**config.mk**
```make
export PLATFORM = sky130hd
export DESIGN_NAME = gpr_wb_arbiter
export DESIGN_NICKNAME = d
export VERILOG_FILES = /design/src/rtl/gpr_wb_pkg.sv /design/src/rtl/wb_fifo.sv /design/src/rtl/gpr_wb_arbiter.sv
export SDC_FILE = /design/constraint.sdc
export NUM_CORES = 1
export LEC_CHECK = 0
export CAP_MARGIN = 20
export CORE_AREA = 2 2 179 181
export DETAILED_ROUTE_END_ITERATION = 7
export DIE_AREA = 0 0 181 183
export PLACE_DENSITY = 0.67
export SLEW_MARGIN = 20
export SYNTH_ARGS = -nofsm -noshare
export SYNTH_HDL_FRONTEND = slang
export SYNTH_HIERARCHICAL = 1
export SYNTH_SLANG_ARGS = --single-unit
```
**constraint.sdc**
```tcl
create_clock -name clock -period 12.1 [get_ports clock]
set_input_delay 2.42 -clock clock [delete_from_list [all_inputs] [get_ports clock]]
set_output_delay 2.42 -clock clock [all_outputs]
set_load 0.005 [all_outputs]
```
**src/rtl/gpr_wb_pkg.sv**
```systemverilog
// Shared types and default sizing for the GPR writeback arbiter and its MDU result buffer.
package gpr_wb_pkg;

    localparam int XLEN_DEF  = 64;
    localparam int NREG_DEF  = 32;
    localparam int REG_IDX_W = $clog2(NREG_DEF);

    typedef struct packed {
        logic [REG_IDX_W-1:0] rd;
        logic [XLEN_DEF-1:0]  value;
    } wb_req_t;

endpackage

```
**src/rtl/wb_fifo.sv**
```systemverilog
// Small synchronous FIFO holding MDU writeback requests; the head entry is visible
// combinationally so the arbiter can grant it in the same cycle.
module wb_fifo
    import gpr_wb_pkg::*;
#(
    parameter type T     = wb_req_t,
    parameter int  DEPTH = 2
) (
    input  logic                       clock,
    input  logic                       reset_n,
    input  logic                       push,
    input  logic                       pop,
    input  T                           din,
    output T                           head,
    output logic [$clog2(DEPTH+1)-1:0] count,
    output logic                       empty
);

    localparam int PTR_W = $clog2(DEPTH);
    localparam int CNT_W = $clog2(DEPTH + 1);

    T                 mem [DEPTH];
    logic [PTR_W-1:0] wr_ptr_reg;
    logic [PTR_W-1:0] rd_ptr_reg;
    logic [CNT_W-1:0] count_reg;
    logic             full;
    logic             push_ok;
    logic             pop_ok;

    assign full    = (count_reg == CNT_W'(DEPTH));
    assign empty   = (count_reg == '0);
    assign push_ok = push && !full;
    assign pop_ok  = pop && !empty;
    assign head    = mem[rd_ptr_reg];
    assign count   = count_reg;

    // DEPTH is a power of two, so pointer overflow is the modulo wrap.
    always_ff @(posedge clock) begin
        if (!reset_n) begin
            wr_ptr_reg <= '0;
            rd_ptr_reg <= '0;
            count_reg  <= '0;
        end else begin
            if (push_ok) wr_ptr_reg <= wr_ptr_reg + 1'b1;
            if (pop_ok)  rd_ptr_reg <= rd_ptr_reg + 1'b1;
            case ({push_ok, pop_ok})
                2'b10:   count_reg <= count_reg + 1'b1;
                2'b01:   count_reg <= count_reg - 1'b1;
                default: count_reg <= count_reg;
            endcase
        end
    end

    always_ff @(posedge clock) begin
        if (push_ok) mem[wr_ptr_reg] <= din;
    end

endmodule

```
**src/rtl/gpr_wb_arbiter.sv**
```systemverilog
// Shares the GPR write port between pipeline writeback and buffered MDU results,
// and tracks MDU-pending destinations so ID can stall on hazards.
module gpr_wb_arbiter
    import gpr_wb_pkg::*;
#(
    parameter int XLEN       = XLEN_DEF,
    parameter int NREG       = NREG_DEF,
    parameter int FIFO_DEPTH = 2,
    parameter int MAX_WAIT   = 4
) (
    input  logic                    clock,
    input  logic                    reset_n,
    input  logic                    iss_valid,
    input  logic [$clog2(NREG)-1:0] iss_rd,
    output logic                    iss_ready,
    input  logic                    pipe_valid,
    input  logic [$clog2(NREG)-1:0] pipe_rd,
    input  logic [XLEN-1:0]         pipe_value,
    output logic                    pipe_ready,
    input  logic                    mdu_valid,
    input  logic [$clog2(NREG)-1:0] mdu_rd,
    input  logic [XLEN-1:0]         mdu_value,
    output logic                    mdu_ready,
    input  logic [$clog2(NREG)-1:0] id_rs1,
    input  logic [$clog2(NREG)-1:0] id_rs2,
    input  logic [$clog2(NREG)-1:0] id_rd,
    output logic                    hazard_busy,
    output logic                    wb_rd_en,
    output logic [$clog2(NREG)-1:0] wb_rd,
    output logic [XLEN-1:0]         wb_rd_value
);

    localparam int IDX_W  = $clog2(NREG);
    localparam int CNT_W  = $clog2(FIFO_DEPTH + 1);
    localparam int WAIT_W = $clog2(MAX_WAIT + 1);

    typedef struct packed {
        logic [IDX_W-1:0] rd;
        logic [XLEN-1:0]  value;
    } req_t;

    req_t              mdu_req;
    req_t              head;
    logic [CNT_W-1:0]  fifo_count;
    logic              fifo_empty;
    logic [WAIT_W-1:0] wait_cnt_reg, wait_cnt_next;
    logic [NREG-1:0]   pending_reg, pending_next;
    logic              wb_rd_en_reg;
    logic [IDX_W-1:0]  wb_rd_reg;
    logic [XLEN-1:0]   wb_rd_value_reg;
    logic              pipe_cand, force_fifo, fifo_grant, pipe_grant;
    logic              head_commit, push;

    assign mdu_req = '{rd: mdu_rd, value: mdu_value};

    wb_fifo #(.T(req_t), .DEPTH(FIFO_DEPTH)) u_fifo (
        .clock   (clock),
        .reset_n (reset_n),
        .push    (push),
        .pop     (fifo_grant),
        .din     (mdu_req),
        .head    (head),
        .count   (fifo_count),
        .empty   (fifo_empty)
    );

    // Pipeline wins by default; a FIFO head that has lost MAX_WAIT times takes the port.
    always_comb begin
        pipe_cand   = pipe_valid && (pipe_rd != '0);
        force_fifo  = !fifo_empty && (wait_cnt_reg >= WAIT_W'(MAX_WAIT));
        fifo_grant  = reset_n && !fifo_empty && (force_fifo || !pipe_cand);
        pipe_grant  = reset_n && pipe_cand && !force_fifo;
        head_commit = fifo_grant && (head.rd != '0);
        iss_ready   = reset_n && !pending_reg[iss_rd];
        pipe_ready  = reset_n && !force_fifo;
        mdu_ready   = reset_n && (fifo_count < CNT_W'(FIFO_DEPTH));
        push        = mdu_valid && mdu_ready;
        hazard_busy = ((id_rs1 != '0) && pending_reg[id_rs1]) ||
                      ((id_rs2 != '0) && pending_reg[id_rs2]) ||
                      ((id_rd  != '0) && pending_reg[id_rd]);
    end

    always_comb begin
        wait_cnt_next = wait_cnt_reg;
        if (fifo_empty || fifo_grant)
            wait_cnt_next = '0;
        else if (wait_cnt_reg < WAIT_W'(MAX_WAIT))
            wait_cnt_next = wait_cnt_reg + 1'b1;
    end

    // A new issue can only target a non-pending rd, so set taking precedence is harmless.
    for (genvar gi = 0; gi < NREG; gi++) begin : g_pending
        if (gi == 0) begin : g_zero
            assign pending_next[gi] = 1'b0;
        end else begin : g_reg
            assign pending_next[gi] =
                (iss_valid && iss_ready && (iss_rd == IDX_W'(gi))) ||
                (pending_reg[gi] && !(head_commit && (head.rd == IDX_W'(gi))));
        end
    end

    always_ff @(posedge clock) begin
        if (!reset_n) begin
            wait_cnt_reg    <= '0;
            pending_reg     <= '0;
            wb_rd_en_reg    <= 1'b0;
            wb_rd_reg       <= '0;
            wb_rd_value_reg <= '0;
        end else begin
            wait_cnt_reg <= wait_cnt_next;
            pending_reg  <= pending_next;
            wb_rd_en_reg <= pipe_grant || head_commit;
            if (pipe_grant) begin
                wb_rd_reg       <= pipe_rd;
                wb_rd_value_reg <= pipe_value;
            end else if (head_commit) begin
                wb_rd_reg       <= head.rd;
                wb_rd_value_reg <= head.value;
            end
        end
    end

    assign wb_rd_en    = wb_rd_en_reg;
    assign wb_rd       = wb_rd_reg;
    assign wb_rd_value = wb_rd_value_reg;

endmodule

```
Yosys cells after proc, flatten, opt, wreduce, memory -nomap -nowiden
Memory sizes are Yosys's and may differ from the RTL's. A register that Yosys moved wholly into a read port is not among the register bits.
Cells that the tools add are included.
{"block": "totals", "reg_bits": 109, "ramBits": 138, "input_bits": 163, "out_inout_bits": 74, "wordCells": 296, "memories": 1}
{"name": "u_fifo.mem", "words": 2, "word_bits": 69, "rd": 1, "rd_ports_with_merged_regs": 1, "wr": 1, "line_no": "wb_fifo.sv:22", "text": "T mem [DEPTH];"}
{"block": "op_classes", "add_sub_neg": 5, "order_cmp": 7, "n_eq_ne": 65, "mux": 17, "n_bitwise": 1, "reduce_logical": 191}
{"cell": "5-bit == test, second input constant", "count": 32}
{"cell": "64-bit two-way mux", "count": 2}
{"cell": "1-bit logical AND", "count": 110}
{"cell": "5-bit by 4-bit == test with 1-bit output, second input constant", "count": 16}
{"cell": "5-bit by 3-bit == test with 1-bit output, second input constant", "count": 8}
{"cell": "1-bit zero test", "count": 36}
{"cell": "1-bit logical OR", "count": 36}
{"cell": "5-bit nonzero test", "count": 5}
{"cell": "5-bit by 6-bit less-than comparator with 1-bit output, second input constant", "count": 4}
{"cell": "1-bit binary-select mux with 5-bit select", "count": 4}
{"cell": "5-bit by 2-bit == test with 1-bit output, second input constant", "count": 4}
{"cell": "5-bit by 1-bit == test with 1-bit output, second input constant", "count": 2}
{"cell": "5-bit two-way mux", "count": 2}
{"cell": "1-bit two-way mux", "count": 8}
{"cell": "2-bit == test, second input constant", "count": 2}
{"cell": "2-bit one-hot mux with 2 select lines", "count": 1}
{"cell": "2-bit nonzero test", "count": 2}
{"cell": "3-bit by 1-bit adder with 3-bit output, second input constant", "count": 1}
{"cell": "3-bit >= comparator, second input constant", "count": 1}
{"cell": "3-bit less-than comparator, second input constant", "count": 1}
{"cell": "1-bit adder, second input constant", "count": 2}
{"cell": "2-bit by 1-bit adder with 2-bit output, second input constant", "count": 1}
{"cell": "2-bit by 1-bit == test with 1-bit output, second input constant", "count": 1}
{"cell": "2-bit zero test", "count": 1}
{"cell": "other kinds (4)", "count": 4}

Logic depth before layout (Yosys ltp)
{"block": "depth", "ltp_word": 10, "ltp_mapped": 12, "mapped_depth_nobuf": 9}

Hierarchy
The synthesis kept the hierarchy.
{"mod": "gpr_wb_arbiter", "n_inst": 1, "cells_per_inst": 581, "area_each_um2": 5577.8, "seq_area_each_um2": 2082.0}
{"mod": "wb_fifo", "n_inst": 1, "cells_per_inst": 240, "area_each_um2": 5202.5, "seq_area_each_um2": 4244.1}

Worst setup path before layout
OpenSTA, ideal clock, no wires.
{"block": "synth_timing", "path_kind": "input-to-output", "startpoint": "in iss_rd[0]", "endpoint": "out iss_ready", "arrival_ns": 4.307, "setup_slack_ns": 5.373, "cell_stages": 5, "cell_sequence": "clkbuf_1 > clkbuf_1 > mux4_2 > mux4_2 > o31ai_1"}
{"block": "synth_between", "elab_chain_cells": 4}
{"element": "start, declared", "line_no": "gpr_wb_arbiter.sv:14", "text": "input logic [$clog2(NREG)-1:0] iss_rd,"}
{"element": "1-bit binary-select mux with 5-bit select", "line_no": "gpr_wb_arbiter.sv:74", "text": "iss_ready = reset_n && !pending_reg[iss_rd];"}
{"element": "1-bit two-way mux (not written as such)", "line_no": "gpr_wb_arbiter.sv:74"}
{"element": "1-bit zero test", "line_no": "gpr_wb_arbiter.sv:74"}
{"element": "1-bit logical AND", "line_no": "gpr_wb_arbiter.sv:74"}
{"element": "end, declared", "line_no": "gpr_wb_arbiter.sv:15", "text": "output logic iss_ready,"}
No other way between the ends. The select of a mux whose other input is x is not followed.

Worst setup path after layout
Same ends and word-level chain as after synthesis.

==> out/metrics.cfg <==
[worst_setup_path]
cp_top_family = buffers and inverters
critPathCaptureType = output pin
crit_fanout = 16
critPathRequiredTime_ps = 9680
path_class = primary input to output pin
slowest_stage = clkdlybuf4s50_1
critPathBufInv = 2
start_kind = primary input
r2r_cells = 6
worstPathCellList = clkdlybuf4s50_1, mux4_2, mux4_2, o31ai_1, clkdlybuf4s50_1
r2r_slack_ps = 8510
cpPeakStageDelay_ps = 930
worst_ep_arrival_time_ps = 5320
r2r-end = wb_rd_value[29]

[finish]
multiInputGateArea_um2 = 4140
drive_gt1_share_pct = 8.29
syn_to_final_growth_pct = 32.6
regArea_um2 = 6330
largest_reg_flops = 138
final_util_pct = 45.8
fill_cells = 2829
nets = 1195

[clock_network]
cts_sinks = 247
cts_resized = 0
clk_latency_ps = 520
cts_root_buf = clkbuf_16
hold_buffers = 0
clk_path_buf_depth = 3
clk_pin_slew_ps = 60
htree_levels = 1
cts_buffers = 26
cts_setup_buffers = 0
cts_tree = done

[timing]
rsz0062_at_grt = false
setup_viol_count_final = 0
setup_ws_ps = 4360
tightest_slew_ps = 961
finalCriticalPeriod_ps = 7740
clock_skew_ps = 9.61
clock.fmax_mhz = 129
timing.final.crit_share_pct = 64.0
drv_slew = 0
hold_viol = 0
max_slew_margin_pct = 35.0
tns_ps = 0

[die]
die-area_um2 = 33100
ioPinCount = 237
die_height_um = 183
core_um2 = 31200
rows = 65
die_w_um = 181
start_util_pct = 34.5

[logic_synthesis]
synthArstFlopShare_pct = 0
ys_ff_latch = 247
syn_nets = 986
synth_cells = 821
seq_area_frac_synth_pct = 58.7
yosys_warnings = 6
syn_area_um2 = 10800
synth.avg_cell_area_um2 = 13.1
synthDistinctLibCells = 58
synth_edf_count = 138
ys.flop_type = edfxtp_1

[hold_path]
hold_depth = 1
hold_end = wait_cnt_reg[0]
hp-class = flop to flop
hold_start = wait_cnt_reg[0]

[detailed_routing]
firstDrtPassIters = 5
drt_iter0_markers = 329
wire_per_inst_um = 19.8
drc = 0
num_vias = 7562
routed_via_density = 5.21
postRouteAntennaNets = 0
wirelength_um = 28700

[place]
preCtsSetupSlack_ps = 4360
dp_hpwl_um = 19400
gp_congestion = 0.880
io_buffers = 236

[grt]
grt_pass1_wl_um = 44100
grt_pass1_vias = 7816
grt_overflow = 0
grt_util_all_layers_pct = 16.9
antenna_found_initial = 2
grt_max_degree = 114

[flow_run]
cap_violations = 0

[outcome]
outcome = completed

[power_and_ir_drop]
ir_drop_mv = 0.144
powerDensity_nw_per_um2 = 139
power_leakage_uw = 0.00483

-- cells in the mapped netlist (3+ instances only) --
| library cell | n | area share (%) |
|---|---|---|
| nand2b_1 | 7 | 0.41 |
| o211ai_1 | 16 | 1.1 |
| nor4_1 | 4 | 0.23 |
| nand4_1 | 5 | 0.29 |
| or4_1 | 12 | 0.84 |
| xnor2_1 | 3 | 0.24 |
| inv_1 | 17 | 0.59 |
| a32o_1 | 12 | 1.1 |
| and2_1 | 6 | 0.35 |
| nand2_1 | 18 | 0.63 |
| buf_6 | 3 | 0.31 |
| buf_2 | 13 | 0.60 |
| dfxtp_1 | 109 | 20 |
| nor2_1 | 13 | 0.45 |
| nor3b_1 | 3 | 0.21 |
| mux4_2 | 27 | 5.6 |
| mux2i_1 | 82 | 7.6 |
| or3_1 | 4 | 0.23 |
| buf_1 | 6 | 0.21 |
| o22ai_1 | 5 | 0.29 |
| nand3_1 | 73 | 3.4 |
| edfxtp_1 | 138 | 38 |
| nor3_1 | 4 | 0.19 |
| clkbuf_1 | 37 | 1.3 |
| nand3b_1 | 3 | 0.21 |
| mux2_1 | 69 | 7.2 |
| o21ai_1 | 7 | 0.32 |
| o21ai_0 | 81 | 3.8 |
| mux2_2 | 3 | 0.31 |
| nor2b_1 | 6 | 0.35 |
-- layer usage --
layer | GRT usage (%) | wire length [um] | vias to the layer above
met3 | 5.34 | 2480 | 64
met5 | 0 | 0 | -
met4 | 6.60 | 1080 | 0
met1 | 20.0 | 11500 | 3630
li1 | - | - | 3589
met2 | 29.0 | 13700 | 279
-- area by class of cell --
| class | count | share of cell area [%] |
|---|---|---|
| clock buffers | 40 | 5.28 |
| repair buffers | 242 | 16.9 |
| well taps | 402 | 3.52 |
| inverters | 17 | 0.455 |
| diodes | 1 | 0.0175 |
| flip-flops and latches | 247 | 44.3 |
| clock inverters | 7 | 0.630 |
| multi-input cells | 496 | 29.0 |
-- cells by family (layout without fill, tap and decap cells) --
group,count (synthesis),in the layout,synth area share [%]
AO/OA/AOI/OAI,140,140,8.23
XOR/XNOR,3,3,0.244
adder cells (fa/ha/maj),2,2,0.232
buffers and inverters,78,306,3.15
flip-flops,247,247,58.7
multiplexers,181,181,20.8
other,0,1,0
AND/OR/NAND/NOR,170,170,8.69
-- through the flow --
| stage | instances | hold WS (ps) | cell area (um2) | power [uW] |
|---|---|---|---|---|
| after CTS | 1451 | 441 | 14300 | 2010 |
| final | 1452 | 444 | 14300 | 1980 |
| after global routing | 1451 | 450 | 14300 | 2070 |
| after floorplan | 821 | 408 | 10800 | 1070 |
| after detailed placement | 1404 | 428 | 13400 | 1220 |
| after global placement | 1404 | 418 | 13400 | 1210 |
-- power breakdown --
group	internal, uW	switching [uW]
clock	470	316
combinational	134	108
sequential	935	20.9
total	1540	445
-- worst reg2reg max path, delay by kind of cell, from the launching register on --
family / cells / cell delay, ps
and+or+nand+nor: 2 / 860
DFF: 1 / 530
AOI/OAI and AO/OA: 2 / 930
muxes: 1 / 480
buffers and inverters: 1 / 650
-- how the worst max path moves through the flow --
stage | cells after the start | slack, ps | startpoint | to
after floorplan | 5 | 5370 | iss_rd[0] | iss_ready
after global placement | 5 | 4380 | iss_rd[0] | iss_ready
after detailed placement | 5 | 4360 | iss_rd[0] | iss_ready
after CTS | 5 | 4350 | iss_rd[0] | iss_ready
after global routing | 5 | 4200 | iss_rd[0] | iss_ready
final | 5 | 4360 | iss_rd[0] | iss_ready
-- placed cells by master (no fill, tap or decap), types with 16 or more instances in the layout --
cell / synthesis / routed
nand3_1: 73 / 73
mux2i_1: 82 / 82
o21ai_0: 81 / 81
dfxtp_1: 109 / 108
clkdlybuf4s50_1: 0 / 235
nand2_1: 18 / 18
edfxtp_1: 138 / 138
inv_1: 17 / 16
o211ai_1: 16 / 16
mux2_1: 69 / 69
clkbuf_16: 0 / 27
mux4_2: 27 / 27
(Power assumes the default switching activity.)
